==> src/rtl/cv32e40s_lockstep_compare.sv <==
`default_nettype none
// ============================================================================
// Module   : cv32e40s_lockstep_compare
// Brief    : Time-shifted multi-channel lockstep comparator with sticky fault.
// Revision : 1.0
// ============================================================================

module cv32e40s_lockstep_compare #(
   parameter int N         = 32,
   parameter int CHANNELS  = 4,
   parameter int DELAY     = 2,
   parameter int THRESHOLD = 1,
   parameter int CNT_W     = 8
) (
   input  logic                  clk_i,
   input  logic                  rst_ni,
   input  logic                  enable_i,
   input  logic                  valid_i,
   input  logic [CHANNELS*N-1:0] master_i,
   input  logic [CHANNELS*N-1:0] checker_i,
   input  logic [CHANNELS-1:0]   chan_mask_i,
   input  logic                  clear_i,
   output logic [CHANNELS-1:0]   mismatch_o,
   output logic                  error_o,
   output logic [CHANNELS-1:0]   error_chan_o,
   output logic [CNT_W-1:0]      mismatch_cnt_o,
   output logic [1:0]            state_o
);

   localparam int W      = CHANNELS * N;
   localparam int CONS_W = $clog2(THRESHOLD + 1);
   localparam int WARM_W = (DELAY > 1) ? $clog2(DELAY) : 1;

   localparam logic [CONS_W-1:0] c_thresh    = CONS_W'(THRESHOLD);
   localparam logic [WARM_W-1:0] c_warm_last = (DELAY > 0) ? WARM_W'(DELAY - 1) : '0;

   typedef enum logic [1:0] {
      ST_IDLE   = 2'd0,
      ST_WARMUP = 2'd1,
      ST_ACTIVE = 2'd2,
      ST_FAULT  = 2'd3
   } state_t;

   state_t              r_state;
   state_t              w_state_nxt;
   logic [WARM_W-1:0]   r_warm_cnt;
   logic [CONS_W-1:0]   r_consec;
   logic [CONS_W-1:0]   w_consec_inc;
   logic [CHANNELS-1:0] r_mismatch;
   logic                r_error;
   logic [CHANNELS-1:0] r_error_chan;
   logic [CNT_W-1:0]    r_mismatch_cnt;

   logic                w_dly_valid;
   logic [W-1:0]        w_dly_data;
   logic [CHANNELS-1:0] w_mis;
   logic                w_cmp;
   logic                w_any;
   logic                w_fault;
   logic                w_flush;

   assign w_flush = (r_state == ST_IDLE) | clear_i;

   // Stage 0 takes the live master sample; stage DELAY-1 lines up with the checker.
   generate
      if (DELAY > 0) begin : g_dly
         logic [W:0] r_line [DELAY];

         always_ff @(posedge clk_i or negedge rst_ni) begin
            if (!rst_ni) begin
               for (int i = 0; i < DELAY; i++) r_line[i] <= '0;
            end else if (w_flush) begin
               for (int i = 0; i < DELAY; i++) r_line[i] <= '0;
            end else if (r_state != ST_FAULT) begin
               r_line[0] <= {valid_i, master_i};
               for (int i = 1; i < DELAY; i++) r_line[i] <= r_line[i-1];
            end
         end

         assign w_dly_valid = r_line[DELAY-1][W];
         assign w_dly_data  = r_line[DELAY-1][W-1:0];
      end else begin : g_nodly
         assign w_dly_valid = valid_i;
         assign w_dly_data  = master_i;
      end
   endgenerate

   always_comb begin
      w_mis = '0;
      for (int c = 0; c < CHANNELS; c++) begin
         w_mis[c] = chan_mask_i[c] & (checker_i[c*N +: N] !== w_dly_data[c*N +: N]);
      end
   end

   assign w_cmp        = (r_state == ST_ACTIVE) & w_dly_valid;
   assign w_any        = |w_mis;
   assign w_consec_inc = (r_consec < c_thresh) ? r_consec + CONS_W'(1) : c_thresh;
   // A same-cycle clear discards the mismatch, so it can never raise the fault.
   assign w_fault      = w_cmp & w_any & ~clear_i & (w_consec_inc == c_thresh);

   always_comb begin
      w_state_nxt = r_state;
      case (r_state)
         ST_IDLE: begin
            if (enable_i) w_state_nxt = (DELAY == 0) ? ST_ACTIVE : ST_WARMUP;
         end
         ST_WARMUP: begin
            if (!enable_i)                       w_state_nxt = ST_IDLE;
            else if (r_warm_cnt == c_warm_last)  w_state_nxt = ST_ACTIVE;
         end
         ST_ACTIVE: begin
            if (w_fault)        w_state_nxt = ST_FAULT;
            else if (!enable_i) w_state_nxt = ST_IDLE;
         end
         ST_FAULT: begin
            if (clear_i) begin
               if (enable_i) w_state_nxt = (DELAY == 0) ? ST_ACTIVE : ST_WARMUP;
               else          w_state_nxt = ST_IDLE;
            end
         end
         default: w_state_nxt = ST_IDLE;
      endcase
   end

   always_ff @(posedge clk_i or negedge rst_ni) begin
      if (!rst_ni) begin
         r_state    <= ST_IDLE;
         r_warm_cnt <= '0;
      end else begin
         r_state    <= w_state_nxt;
         r_warm_cnt <= (r_state == ST_WARMUP && w_state_nxt == ST_WARMUP) ?
                       r_warm_cnt + WARM_W'(1) : '0;
      end
   end

   always_ff @(posedge clk_i or negedge rst_ni) begin
      if (!rst_ni) begin
         r_mismatch     <= '0;
         r_error        <= 1'b0;
         r_error_chan   <= '0;
         r_mismatch_cnt <= '0;
         r_consec       <= '0;
      end else if (clear_i) begin
         r_mismatch     <= '0;
         r_error        <= 1'b0;
         r_error_chan   <= '0;
         r_mismatch_cnt <= '0;
         r_consec       <= '0;
      end else if (r_state != ST_FAULT) begin
         if (w_cmp) begin
            r_mismatch <= w_mis;
            if (w_any) begin
               r_consec <= w_consec_inc;
               if (r_mismatch_cnt != '1) r_mismatch_cnt <= r_mismatch_cnt + CNT_W'(1);
            end else begin
               r_consec <= '0;
            end
            if (w_fault) begin
               r_error      <= 1'b1;
               r_error_chan <= w_mis;
            end
         end else begin
            r_mismatch <= '0;
         end
      end
   end

   assign mismatch_o     = r_mismatch;
   assign error_o        = r_error;
   assign error_chan_o   = r_error_chan;
   assign mismatch_cnt_o = r_mismatch_cnt;
   assign state_o        = r_state;

endmodule

`default_nettype wire

==> config.mk <==
export PLATFORM = sky130hd
export DESIGN_NAME = cv32e40s_lockstep_compare
export DESIGN_NICKNAME = d
export VERILOG_FILES = /design/src/rtl/cv32e40s_lockstep_compare.sv
export SDC_FILE = /design/constraint.sdc
export NUM_CORES = 1
export LEC_CHECK = 0
export ABC_AREA = 1
export ABC_CLOCK_PERIOD_IN_PS = 2900
export BUFFER_PORTS_ARGS = -buffer_cell sky130_fd_sc_hd__buf_2
export CAP_MARGIN = 20
export CELL_PAD_IN_SITES_DETAIL_PLACEMENT = 0
export CELL_PAD_IN_SITES_GLOBAL_PLACEMENT = 2
export CORE_UTILIZATION = 35
export CTS_BUF_LIST = sky130_fd_sc_hd__clkbuf_4
export DETAILED_ROUTE_END_ITERATION = 16
export HOLD_SLACK_MARGIN = 0.06
export PLACE_DENSITY = 0.87
export SKIP_LAST_GASP = 1
export SLEW_MARGIN = 20
export SYNTH_ARGS = -nofsm -noshare
export SYNTH_HDL_FRONTEND = slang
export SYNTH_SLANG_ARGS = --single-unit
==> constraint.sdc <==
create_clock -name clk_i -period 2.9 [get_ports clk_i]
set_clock_uncertainty 0.1 [all_clocks]
set_input_delay 0.145 -clock clk_i [delete_from_list [all_inputs] [get_ports clk_i]]
set_output_delay 0.145 -clock clk_i [all_outputs]
set_load 0.03 [all_outputs]
==> results of run 1 <==
-- cell families (layout without fill, tap and decap cells) --
| group | after synthesis | in the layout | synth area share (%) |
|---|---|---|---|
| xor gates and xnor gates | 108 | 108 | 7.29 |
| adders and majority gates | 1 | 1 | 0.0964 |
| DFF | 278 | 278 | 53.6 |
| AOI/OAI and AO/OA | 31 | 31 | 1.20 |
| and+or+nand+nor | 1010 | 1010 | 32.7 |
| buffers and inverters | 151 | 767 | 5.14 |
| other | 0 | 7 | 0 |
-- power groups by stage --
| stage | Sequential, W | Combinational [W] | Clock (W) |
|---|---|---|---|
| finish | 0.00481 | 0.00236 | 0.00404 |
| global route | 0.00488 | 0.00267 | 0.00444 |
| CTS | 0.00481 | 0.00238 | 0.00422 |
| detailed placement | 0.00487 | 0.00207 | 0 |
| global placement | 0.00486 | 0.00204 | 0 |
| floorplan | 0.00482 | 0.00138 | 0 |
-- repair_timing --
item / in CTS / in global routing
gates resized for setup: 0 / 1
endpoints found under the setup margin: 0 / 15
endpoints found under the hold margin: 427 / 0
hold buffers: 274 / 0
-- worst max-delay path: cells and delay by family, from the launching register on --
kind	cells	cell delay [ps]
AND/OR/NAND/NOR	11	1270
flip-flops	1	390
buffers and inverters	1	600
XOR/XNOR	1	170
-- layer usage --
layer / vias up / global-route usage (%) / part of all wire, %
li1: 6163 / - / -
met1: 5628 / 25.8 / 45
met2: 321 / 32.6 / 46
met3: 82 / 6.04 / 6.4
met4: 10 / 8.50 / 2.6
met5: - / 0 / 0.19
-- cells in the mapped netlist --
library cell	n
dfrtp_1	278
xor2_1	4
clkbuf_1	29
o21ai_0	14
nand2_1	656
nand3_2	1
buf_1	2
nand4_1	14
bufinv_8	1
nand2_2	4
nor4_1	1
ha_1	1
inv_1	47
o21ai_1	12
nand3_4	1
buf_6	1
inv_6	1
a21oi_1	5
nand4_2	1
nor2_1	50
nand2_4	2
buf_4	2
nor3_1	2
or2_1	1
inv_2	15
xnor2_1	104
buf_2	53
nand3_1	273
nor2_2	4
-- sequential cells by signal (all words and copies together) (netlist names) --
signal          count
error_chan_o        4
error_o             1
g_dly.r_line      258
mismatch_cnt_o      8
mismatch_o          4
r_warm_cnt          1
state_o             2
-- area by class of cell --
type	count	share of cell area [%]
timing repair buffer	569	23.5
clock inverter	16	1.16
inverter	64	1.39
sequential	278	37.2
tap	468	3.13
clock buffer	118	4.74
antenna	7	0.0937
multi-input combinational	1150	28.8
-- worst paths after layout --
check	start	to	cells past startpoint
max in group asynchronous	rst_ni	mismatch_cnt_o[5]	4
worst min-delay path	master_i[8]	g_dly.r_line[137]	4
min in group asynchronous	rst_ni	g_dly.r_line[192]	4
worst min register to register	r_warm_cnt	r_warm_cnt	1
worst max-delay path	g_dly.r_line[22]	mismatch_cnt_o[5]	13
worst max register to register	g_dly.r_line[22]	mismatch_cnt_o[5]	13
-- through the flow --
step | hold slack (ps) | util, % | std cells | worst slack (ps) | instance area (µm²)
CTS | 67.1 | 51.1 | 2663 | 18.8 | 18700
global route | 101 | 51.2 | 2667 | 91.7 | 18700
floorplan | -251 | - | 1579 | 1030 | 13000
global placement | 86.7 | 40.5 | 2255 | 849 | 14800
finish | 158 | 51.2 | 2670 | 238 | 18700
detailed placement | 84.4 | 40.5 | 2255 | 812 | 14800
-- cell usage in the layout (no fill, tap or decap), types with 8 or more instances in the layout --
cell           netlist  routed
nor2_1              50      50
buf_12               0       8
nand2_1            656     655
clkinv_1             0      10
xnor2_1            104     104
nand4_1             14      14
nand3_1            273     273
dlygate4sd3_1        0     272
buf_2               53     282
inv_2               15      15
clkbuf_4             0     118
o21ai_0             14      14
inv_1               47      47
o21ai_1             12      12
dfrtp_1            278     278
==> metrics.cfg, run 1 <==
[outcome]
status=finished clean

[drt]
drt_iter0_markers=585
drc_errors=0
wl_per_cell_um=14.2
drt_pre_antenna_iters=5
vias_per_cell=4.57
routed_wl_mm=37.9
vias=12204
antenna_left=0

[clock_network]
cts_sinks=278
cts_tree=yes
cts_buffers=78
post_cts_buffers=0
cts_buffer_depth=3
clk_latency_ps=740
cts.clk_slew.worst_paths_ps=60
cts.htree.levels=3
root_buffer=clkbuf_4

[setup_path]
critPathSlowestCell=dlygate4sd3_1
path_cells=xnor2_1 -> nand2_1 -> nor2_1 -> nand2_1 -> nor2_1 -> nand2_1 -> nand2_1 -> nand2_2 -> dlygate4sd3_1 -> nor2_2 -> nand2_4 -> nand4_1 -> nand2_1
critPathKind=flip-flop to flip-flop
end_kind=flip-flop
critPathLaunchType=flip-flop
crit_top_cell=nand2_1
arrival_ps=3140
max_stage_delay_ps=600
worstPathRequired_ps=3380
reg2reg_setup_slack_ps=240
cp_max_fo=8

[global_route]
gr-total-overflow=0
grt_pass1_vias=12670
grt_usage_pct=20.4
grt_pass1_wl_mm=62.7
antenna_found_initial=10
grt_max_degree=259

[layout]
seqCellArea_um2=6960
finalNetCount=2407
drive_gt1_share_pct=20.6
multi_input_area_um2=5380
nFillCells=3600
areaGrowthSynthToFinish_pct=44.0

[power_and_ir_drop]
p_comb_share_pct=21.0
p_int_w=0.00777
swShare_pct=30.8
ir_drop_v=0.000432
p_switching_w=0.00345
finalPower_w=0.0112
power_density_nw_per_um2=600
clock_power_share_pct=36.1
p_leak_nw=9.81
pwr-share-seq_pct=42.9

[sta]
fmax_mhz=376
post-route-period-util_pct=91.8
layout_min_cycle_time_ps=2660
setup_tns_ps=0
drv_slew=0
finalHoldViolCount=0
rsz0062_at_grt=no
slew_headroom_pct=39.8
tightest_slew_ps=904
setup_viol=0

[floorplan]
die_h_um=195
ios=284
die-area_um2=37800
die_w_um=195
coreArea_um2=36500
row_count=70
start_util_pct=35.5

[synth]
yosys_warnings=0
yosysTopAreaCell=dfrtp_1
synth_area_leaders=dfrtp_1 (54%), nand2_1 (19%), nand3_1 (11%)
ys_seq_elements=278
yosysUniqueCellTypes=29
ys_seq_area_share_pct=53.6
netlist_area_um2=13000
syn-num-nets=1845
syn_avg_cell_area_um2=8.22
yosysTopAreaCellShare_pct=53.6
syn_inst=1579

[placement]
io_buffers=283
gp_congestion=0.791
hpwl_mm=22.1

[min_path]
hold_class=primary input to flip-flop

[job]
max-cap-violations=0

Note: power is estimated with default switching activity, not from simulation.
==> run 2: changes to the inputs <==
Settings changed: BUFFER_PORTS_ARGS -buffer_cell sky130_fd_sc_hd__buf_2 to -buffer_cell sky130_fd_sc_hd__clkbuf_2.
==> run 2 against run 1 <==
Against the previous run:
- register-to-register slack improved by 120 ps
- clock-buffer cell count shrank 2
- via count grew 0.61%
- global-route usage fell by 0.12 points
- sequential power barely moved
- combinational power hardly changed
- non-clock buffer count shrank 15
- core utilization is 0.85 points lower
- cell area down 1.7%
- hold slack got worse by 28 ps
- largest cell class unchanged
- largest power group unchanged
==> metrics.cfg, run 2 (same netlist as run 1, synthesis figures left out) <==
[clock_network]
cts.htree.levels=3  ; unchanged
cts_buffers=79  ; +1.3%
cts.clk_slew.worst_paths_ps=60  ; about the same
clk_latency_ps=740  ; about the same
cts_tree=yes
cts_buffer_depth=3  ; unchanged
root_buffer=clkbuf_4
cts_sinks=278  ; unchanged

[global_route]
grt_usage_pct=20.3  ; -0.12 points
grt_pass1_vias=12743  ; +0.58%
antenna_found_initial=4  ; -6
gr-total-overflow=0  ; unchanged
grt_max_degree=149  ; -42%
grt_pass1_wl_mm=62.2  ; -0.82%

[layout]
nFillCells=3600  ; unchanged
max_flop_register=g_dly.r_line
final_common_cell=nand2_1
areaGrowthSynthToFinish_pct=41.7
seqCellArea_um2=6960  ; unchanged
finalNetCount=2393  ; -0.58%
drive_gt1_share_pct=20.5  ; -0.12 points
final_cell_mix=nand2_1 (655), clkbuf_2 (282), dfrtp_1 (278)
multi_input_area_um2=5380  ; +0.14%
largest_reg_flops=258  ; unchanged
design_area_um2=18400  ; -1.7%

[sta]
rsz0062_at_grt=no
fmax_mhz=393  ; +4.5%
setup_viol=0  ; unchanged
tightest_slew_ps=706  ; -197 ps
setup_tns_ps=0  ; unchanged
layout_min_cycle_time_ps=2550  ; -115 ps
slew_headroom_pct=52.9  ; +13 points
finalHoldViolCount=0  ; unchanged
post-route-period-util_pct=87.8  ; -4.0 points
drv_slew=0  ; unchanged

[power_and_ir_drop]
ir_drop_v=0.000416  ; -3.7%
p_leak_nw=9.72  ; -0.96%
power_density_nw_per_um2=581  ; -3.1%

[setup_path]
critPathKind=flip-flop to flip-flop
max_stage_delay_ps=580  ; -20 ps
worstPathRequired_ps=3410  ; +30 ps
cp_max_fo=8  ; unchanged
arrival_ps=3050  ; -90 ps
ff2ff_path_depth=13  ; unchanged
critPathSlowestCell=dlygate4sd3_1
crit_top_cell=nand2_1
end_kind=flip-flop
critPathLaunchType=flip-flop
path_cells=xnor2_1 -> nand2_1 -> nor2_1 -> nand2_1 -> nor2_1 -> nand2_1 -> nand2_1 -> nand2_2 -> dlygate4sd3_1 -> nor2_2 -> nand2_4 -> nand4_1 -> nand2_1

[drt]
drt_pre_antenna_iters=5  ; unchanged
vias=12279  ; +0.61%
wl_per_cell_um=14.2  ; -0.32%
routed_wl_mm=37.6  ; -0.96%
wl_met3_mm=2.61  ; +7.4%
wl_met1_mm=16.6  ; -2.2%
wl_met2_mm=17.6  ; +1.4%
drc_errors=0  ; unchanged
vias_per_cell=4.63  ; +1.3%
antenna_left=0  ; unchanged
drt_iter0_markers=693  ; +18%
top_layer=met4

[outcome]
status=finished clean

[placement]
hpwl_mm=22.5  ; +1.9%
gp_congestion=0.775  ; -2.0%
dpl-instance-area_um2=14800  ; about the same
io_buffers=283  ; unchanged

[min_path]
holdPathStages=9  ; +5
hold_class=primary input to flip-flop

[floorplan]
row_count=70  ; unchanged
die_h_um=195  ; unchanged
ios=284  ; unchanged
die_w_um=195  ; unchanged
die-area_um2=37800  ; unchanged
coreArea_um2=36500  ; unchanged
start_util_pct=35.5  ; unchanged

[job]
max-cap-violations=0  ; unchanged

run 2: area by class of cell:
class                      count  area share [%]
multi-input combinational   1150            29.3
tap                          468            3.19
sequential                   278            37.8
clock inverter                17           0.497
antenna                        6          0.0817
timing repair buffer         554            23.0
inverter                      64            1.41
clock buffer                 116            4.74
run 2: per-stage QoR:
| step | instances | hold WS (ps) | util (%) | power, W | setup WS, ps |
|---|---|---|---|---|---|
| after detailed placement | 2255 | 113 | 40.5 | 0.00696 | 790 |
| after CTS | 2648 | 60.2 | 50.3 | 0.0109 | 105 |
| after global routing | 2649 | 113 | 50.3 | 0.0114 | 48.3 |
| after floorplan | 1579 | -251 | - | 0.00620 | 1030 |
| final | 2653 | 130 | 50.3 | 0.0107 | 353 |
| after global placement | 2255 | 110 | 40.5 | 0.00691 | 790 |
run 2: worst paths after layout:
check / startpoint / end / slack, ps
min in group asynchronous: rst_ni / g_dly.r_line[22] / 460
max in group asynchronous: rst_ni / g_dly.r_line[104] / 1410
setup / recovery: g_dly.r_line[48] / mismatch_cnt_o[3] / 350
hold reg to reg: g_dly.r_line[159] / g_dly.r_line[30] / 360
hold / removal: checker_i[85] / mismatch_o[2] / 130
setup reg to reg: g_dly.r_line[48] / mismatch_cnt_o[3] / 350
run 2: power breakdown:
group	internal, W	switching, W	total (W)
clock	0.00190	0.00164	0.00355
combinational	0.000920	0.00141	0.00233
sequential	0.00445	0.000358	0.00481
total	0.00727	0.00342	0.0107
run 2: what timing repair did:
item                                    in CTS  in global routing
resized for setup                            0                  2
hold endpoints to repair                   427                  0
endpoints found under the setup margin       0                 15
buffers inserted                             0                  0
hold buffers                               260                  0
run 2: worst max-delay path: cells and delay by family (launching register included):
| family | cells | cell delay, ps |
|---|---|---|
| XOR/XNOR | 1 | 290 |
| flip-flops | 1 | 390 |
| AND/OR/NAND/NOR | 11 | 1060 |
| buffers and inverters | 1 | 580 |
run 2: layer usage:
layer	vias to the layer above	track usage, %
li1	6155	-
met1	5755	25.2
met2	321	33.6
met3	48	5.87
met4	0	7.35
met5	-	0
